===== config.mk =====
export PLATFORM = sky130hd
export DESIGN_NAME = cayde_wb_arbiter
export DESIGN_NICKNAME = d
export VERILOG_FILES = /design/src/rtl/cayde_wb_arbiter.sv
export SDC_FILE = /design/constraint.sdc
export NUM_CORES = 1
export LEC_CHECK = 0
export BUFFER_PORTS_ARGS = -buffer_cell sky130_fd_sc_hd__buf_4
export CAP_MARGIN = 0
export CORE_ASPECT_RATIO = 1.4
export CORE_UTILIZATION = 48
export CTS_BUF_LIST = sky130_fd_sc_hd__clkbuf_16
export CTS_CLUSTER_DIAMETER = 40
export DETAILED_ROUTE_END_ITERATION = 7
export GPL_TIMING_DRIVEN = 0
export PLACE_DENSITY_LB_ADDON = 0.25
export REMOVE_ABC_BUFFERS = 1
export SYNTH_ARGS = -nofsm -noshare
export SYNTH_HDL_FRONTEND = slang
export SYNTH_SLANG_ARGS = --single-unit
export TNS_END_PERCENT = 1

===== constraint.sdc =====
create_clock -name clk -period 3.2 [get_ports clk]
set_input_delay 0 -clock clk [delete_from_list [all_inputs] [get_ports clk]]
set_output_delay 0 -clock clk [all_outputs]
set_load 0.05 [all_outputs]

===== src/rtl/cayde_wb_arbiter.sv =====
// Round-robin writeback arbiter sharing one register-file write port among
// NUM_REQ producers, with a 32-entry pending-write scoreboard and sticky error.
module cayde_wb_arbiter #(
  parameter int NUM_REQ = 3,
  parameter int XLEN    = 32,
  parameter int AW      = 5
) (
  input  logic                    clk,
  input  logic                    rst_n,
  input  logic [NUM_REQ-1:0]      req_valid_in,
  output logic [NUM_REQ-1:0]      req_ready_out,
  input  logic [NUM_REQ*AW-1:0]   req_addr_in,
  input  logic [NUM_REQ*XLEN-1:0] req_data_in,
  input  logic                    alloc_valid_in,
  input  logic [AW-1:0]           alloc_addr_in,
  output logic [31:0]             busy_out,
  output logic                    rf_wen_out,
  output logic [AW-1:0]           rf_waddr_out,
  output logic [XLEN-1:0]         rf_wdata_out,
  output logic                    wb_err_out
);

  localparam int PW = (NUM_REQ > 1) ? $clog2(NUM_REQ) : 1;

  // Handshake: requester i transfers at a posedge where req_valid_in[i] &
  // req_ready_out[i]; ready is a pure function of valid and the pointer, and
  // a requester holds valid/addr/data stable until that edge.

  logic [PW-1:0]      ptr_q, ptr_d;
  logic [PW-1:0]      idx;
  logic [PW-1:0]      gnt_idx;
  logic [NUM_REQ-1:0] grant;
  logic               accept;
  logic [AW-1:0]      acc_addr;
  logic [XLEN-1:0]    acc_data;

  logic               wen_q, wen_d;
  logic [AW-1:0]      waddr_q, waddr_d;
  logic [XLEN-1:0]    wdata_q, wdata_d;
  logic [31:0]        busy_q, busy_d;
  logic [31:0]        set_vec, clr_vec;
  logic               alloc_hit;
  logic               err_q, err_d;

  always_comb begin : arbitrate
    grant   = '0;
    gnt_idx = '0;
    idx     = '0;
    accept  = 1'b0;
    for (int k = 0; k < NUM_REQ; k++) begin
      idx = PW'((int'(ptr_q) + k) % NUM_REQ);
      if (!accept && req_valid_in[idx]) begin
        accept       = 1'b1;
        grant[idx]   = 1'b1;
        gnt_idx      = idx;
      end
    end
  end

  assign req_ready_out = grant;
  assign acc_addr      = req_addr_in[gnt_idx*AW +: AW];
  assign acc_data      = req_data_in[gnt_idx*XLEN +: XLEN];

  always_comb begin : next_state
    ptr_d   = ptr_q;
    wen_d   = 1'b0;
    waddr_d = waddr_q;
    wdata_d = wdata_q;
    if (accept) begin
      ptr_d   = (gnt_idx == PW'(NUM_REQ - 1)) ? '0 : gnt_idx + 1'b1;
      wen_d   = (acc_addr != '0);
      waddr_d = acc_addr;
      wdata_d = acc_data;
    end
  end

  // A same-cycle allocation of the written register wins over the clear: a
  // newer producer is now outstanding for it.
  always_comb begin : scoreboard
    set_vec = '0;
    clr_vec = '0;
    for (int r = 1; r < 32; r++) begin
      set_vec[r] = alloc_valid_in && (alloc_addr_in == AW'(r));
      clr_vec[r] = accept && (acc_addr == AW'(r));
    end
    busy_d    = (busy_q & ~clr_vec) | set_vec;
    busy_d[0] = 1'b0;
    alloc_hit = alloc_valid_in && (alloc_addr_in == acc_addr);
    err_d     = err_q | (accept && (acc_addr != '0) && !busy_q[acc_addr] && !alloc_hit);
  end

  always_ff @(posedge clk or negedge rst_n) begin
    if (!rst_n) begin
      ptr_q   <= '0;
      wen_q   <= 1'b0;
      waddr_q <= '0;
      wdata_q <= '0;
      busy_q  <= '0;
      err_q   <= 1'b0;
    end else begin
      ptr_q   <= ptr_d;
      wen_q   <= wen_d;
      waddr_q <= waddr_d;
      wdata_q <= wdata_d;
      busy_q  <= busy_d;
      err_q   <= err_d;
    end
  end

  assign rf_wen_out   = wen_q;
  assign rf_waddr_out = waddr_q;
  assign rf_wdata_out = wdata_q;
  assign busy_out     = busy_q;
  assign wb_err_out   = err_q;

endmodule


# After elaboration in Yosys (flattened, before gate mapping)
# Index checks and enable logic that the tools add are counted.
# word_totals
ff_bits	72
# classes
magnitude_cmp	7
n_eq_ne	64
addsub	3
div_mod_pow	3
n_shift	2
n_reduce_logical	76
n_mux	25
bitwise	6
mul	1
# op_table
op	n
== test 5 bit, second input constant	32
variable part select 96 x 8 -> 32 bit	1
== test 5 x 4 -> 1 bit, second input constant	16
logical AND 1 bit	71
remainder unit 32 x 3 -> 32 bit, second input constant	2
== test 5 x 3 -> 1 bit, second input constant	8
bitwise AND 32 bit	1
remainder unit 3 x 3 -> 32 bit, second input constant	1
inverter 32 bit	1
bitwise OR 32 bit	1
== test 5 x 2 -> 1 bit, second input constant	4
variable part select 15 x 6 -> 5 bit	1
two-way mux 1 bit	11
== test 5 x 1 -> 1 bit, second input constant	2
< comparator 2 x 3 -> 1 bit, second input constant	3
two-way mux 3 bit	3
two-way mux 2 bit	4
binary-select mux 1 bit (select 2 bit)	3
demux 1 bit (select 2 bit)	3
greater-or-equal comparator 2 x 1 -> 1 bit, second input constant	3
< comparator 5 x 6 -> 1 bit, second input constant	1
bitwise OR 3 bit	2
binary-select mux 1 bit (select 5 bit)	1
== test 5 bit	1
other kinds (8)	11

# Logic depth before layout (Yosys ltp)
# depth
ltp_word	18
ltp_mapped	14
ltp_nobuf	11

# Worst setup path before layout
# Ideal clock, no wire load.
# synth_timing
path_kind	register to register
from	reg ptr_q[0]
to	reg err_q, in the netlist wb_err_out
setup_ns	0.132
n_path_buf	1
setup_slack_ns	0.251
t_arrival_ns	2.817
path_stages_with_launch	13
synth_period_minus_slack_ns	2.949
t_required_ns	3.068
path_cell_list	dfrtp_1 > inv_1 > ha_1 > and3b_1 > a32o_2 > o21ai_4 > mux2_4 > a21boi_2 > buf_4 > a21oi_1 > a32o_1 > o221ai_1 > o221ai_2
# synth_between
elab_chain_len	18
# synth_rtl
item	line_no	rtl
start: declaration	29	logic [PW-1:0] ptr_q, ptr_d;
start signal: assignment	101	ptr_q <= ptr_d;
branches (longest 16 deep; another with remainder unit 32 x 3 -> 32 bit)	-	
logical AND 1 bit *	89	err_d = err_q | (accept && (acc_addr != '0) && !busy_q[acc_addr] && !alloc_hit);
bitwise OR 1 bit *	89	
via err_d	43	logic err_q, err_d;
end signal: assignment	106	err_q <= err_d;
end: declaration	43	
# Mark *: on every way through the listed nets, which the timed path passes. The select of a mux whose other input is x is not followed.
# A chain may end at the register's enable or synchronous reset.

# Final worst setup path
# Same ends and word-level chain as after synthesis.

==> impl_results.md <==
* Status: finished clean
* P&R area growth vs syn at 53.9%
* Layout cells sized above 1 at a little over a third
* Final WL at about 17000 um
* Leading area contributor after synthesis: dfrtp_1
* Startpoint Class: flip-flop
* Fillers at 631
* Die W at around 84 um
* Largest fanout on the critical path at 5
* Pre-antenna DRT Iters at 5
* Layout Nets at 913
* Minimum clock period at about 3.1 ns
* Post-DR vias/cell at about 6
* Setup violations, final at 0
* Port-buffer cells at 194
* Seq/Total Area, Yosys at 40.3%
* Dpl hpwl at 10700 um
* I/O pins at 196
* N_diodes at 0
* Synth top area share at 40.3%
* Syn_area_per_cell at around 8 um2
* FF+latch count, synth at about 70
* Initial DRC count at 304
* Relative slew slack at about 34%
* DIE AREA at 9720 um2
* Placer Congestion at 0.914
* Async SR Flop Fraction at 100%
* Gate Count Post-Synth at 555
* Row count at 41
* Clock Tree Buf Depth at 2
* Grt total ovfl at 0
* Final ANT Viol Nets at 0
* Commonest non-fill, non-tap cells in the layout: buf_4 (212), nand2_1 (134), o21ai_0 (101)
* Initial antenna violation count at 0
* Post-synthesis instance area at ~4500 um2
* Die Y at 116 um
* Area contributors post-synth: dfrtp_1 (40%), nand2_1 (11%), o21ai_0 (11%)
* CTS tree: done
* Vias in the first global route at 5235
* Hold Path Class: input port to flip-flop
* First-pass GRT wire length at 25500 um
* Critical path class: flip-flop to flip-flop
* Distinct cells, synth at 70
* Residual DRC count at 0
* Clk_lat worst skew at 0.33 ns
* Worst-path clk slew at 0.05 ns
* Yosys warns at 0
* Setup Skew at between 0.004 and 0.005 ns
* Final Cycle Share at 98.4%
* Main flop type after synthesis: dfrtp_1
* Number of synthesized flops with an enable pin at 0
* DR WL/cell at around 18 um
* Max Freq at 0.318 GHz
* Slew at the pin with the worst max-slew slack at ~0.98 ns
* Hold Vio Cnt, Final at 0
* CP Capture Type: flip-flop
* Core area at 9030 um2
* Vias at 5358
* Filler-free cell count of the finished design at 897
* CTS buffer count at 9
* Final slew viol count at 0
* H-tree levels at 3
* Worst EP arrival at between 3 and 4 ns
* GRT Total Usage at 33.5%
* Root Driver: clkbuf_16
* Most common cell after layout, fill and taps aside: buf_4
* Worst EP required at ~3.4 ns
* Clock net sink count at 72
* Total of max-cap violations at 0
* Initial Util at 49.6%
* Largest net degree at the start of global routing at 73
* Placed cell count at between 800 and 900
-- area by class of cell --
class                   count  area [um2]  area share, %
repair buffers            249        1990           28.9
inverters                  11        41.3          0.599
flip-flops and latches     72        1800           26.2
clock inverters             5        50.0          0.727
well taps                 107         134           1.94
clock buffers               9         225           3.27
multi-input cells         444        2640           38.4
-- stage by stage --
stage          setup TNS, ns  hold slack (ns)  worst slack [ns]  util [%]  area [um2]
3_3_place_gp         -285.71            0.178             -4.31      65.4        5900
5_1_grt              -0.0325           0.0218           -0.0325      76.3        6890
6_report                   0          0.00879            0.0506      76.3        6890
3_5_place_dp          -19.90            0.179            -0.947      66.7        6030
4_1_cts                    0           0.0117           0.00778      75.0        6770
2_1_floorplan        -162.90           -0.296             -2.55         -        4310
-- worst max-delay path: stages, from the launching register on --
cell      delay [ns]
dfrtp_1         0.38
inv_1           0.15
ha_2            0.27
and3b_2         0.25
a32o_2          0.32
o211a_1         0.29
a211o_1         0.31
nand2_4         0.12
mux2_2          0.33
o211ai_1        0.22
o221ai_1        0.20
o221ai_2        0.22
-- state kept, by name (all words and copies together), names as in the netlist --
name and count:
busy_out 31, ptr_q 2, rf_waddr_out 5, rf_wen_out 1
rf_wdata_out 32, wb_err_out 1
-- cell families (layout without fill, tap and decap cells) --
| logic type | after synthesis | in the layout | synth area share, % |
|---|---|---|---|
| and+or+nand+nor | 181 | 182 | 17.2 |
| adders and majority gates | 4 | 4 | 1.12 |
| muxes | 15 | 15 | 3.94 |
| AOI/OAI and AO/OA | 233 | 236 | 31.6 |
| buffers and inverters | 43 | 274 | 4.59 |
| other | 1 | 1 | 0.0838 |
| DFF | 72 | 72 | 40.3 |
| xor gates and xnor gates | 6 | 6 | 1.17 |
-- cell usage after synthesis, types with 3 or more instances --
cell type,n
a211oi_1,3
a21oi_1,75
a22o_1,3
a22oi_1,3
buf_1,5
buf_4,3
buf_6,4
clkbuf_1,18
dfrtp_1,72
ha_1,4
inv_1,11
mux2_2,3
mux2i_1,8
nand2_1,136
nand2b_1,5
nand3_1,8
nor2_1,11
nor2b_1,5
nor3_1,3
o211ai_1,4
o21ai_0,101
o21ai_1,3
o31ai_1,4
xnor2_1,4
-- worst paths after layout --
| path | cells after the start | startpoint | to | slack (ns) |
|---|---|---|---|---|
| worst max-delay path | 11 | ptr_q[0] | wb_err_out | 0.05 |
| worst min-delay path | 3 | req_data_in[92] | rf_wdata_out[28] | 0.009 |
| worst max register to register | 11 | ptr_q[0] | wb_err_out | 0.05 |
| worst min register to register | 2 | rf_wdata_out[14] | rf_wdata_out[14] | 0.48 |
| max in group asynchronous | 2 | rst_n | busy_out[18] | 2.25 |
| min in group asynchronous | 2 | rst_n | rf_wdata_out[23] | 0.36 |
-- routing by layer --
metal | up-vias | GRT usage (%) | wire (um)
li1 | 2444 | - | -
met1 | 2482 | 35.9 | 5810
met2 | 352 | 60.2 | 8420
met3 | 80 | 6.43 | 1330
met4 | 0 | 23.1 | 1040
met5 | - | 0 | 0
-- what timing repair did --
| action | CTS | global route |
|---|---|---|
| pin swaps | 6 | 6 |
| endpoints found under the hold margin | 100 | 0 |
| setup endpoints to repair | 34 | 31 |
| hold buffers | 29 | 0 |
| buffers inserted | 13 | 6 |
| gates resized for setup | 12 | 14 |
| gates cloned | 3 | 1 |
Power is not shown: default switching activity piles up to over one toggle a cycle in this logic, so the estimate is an artifact.
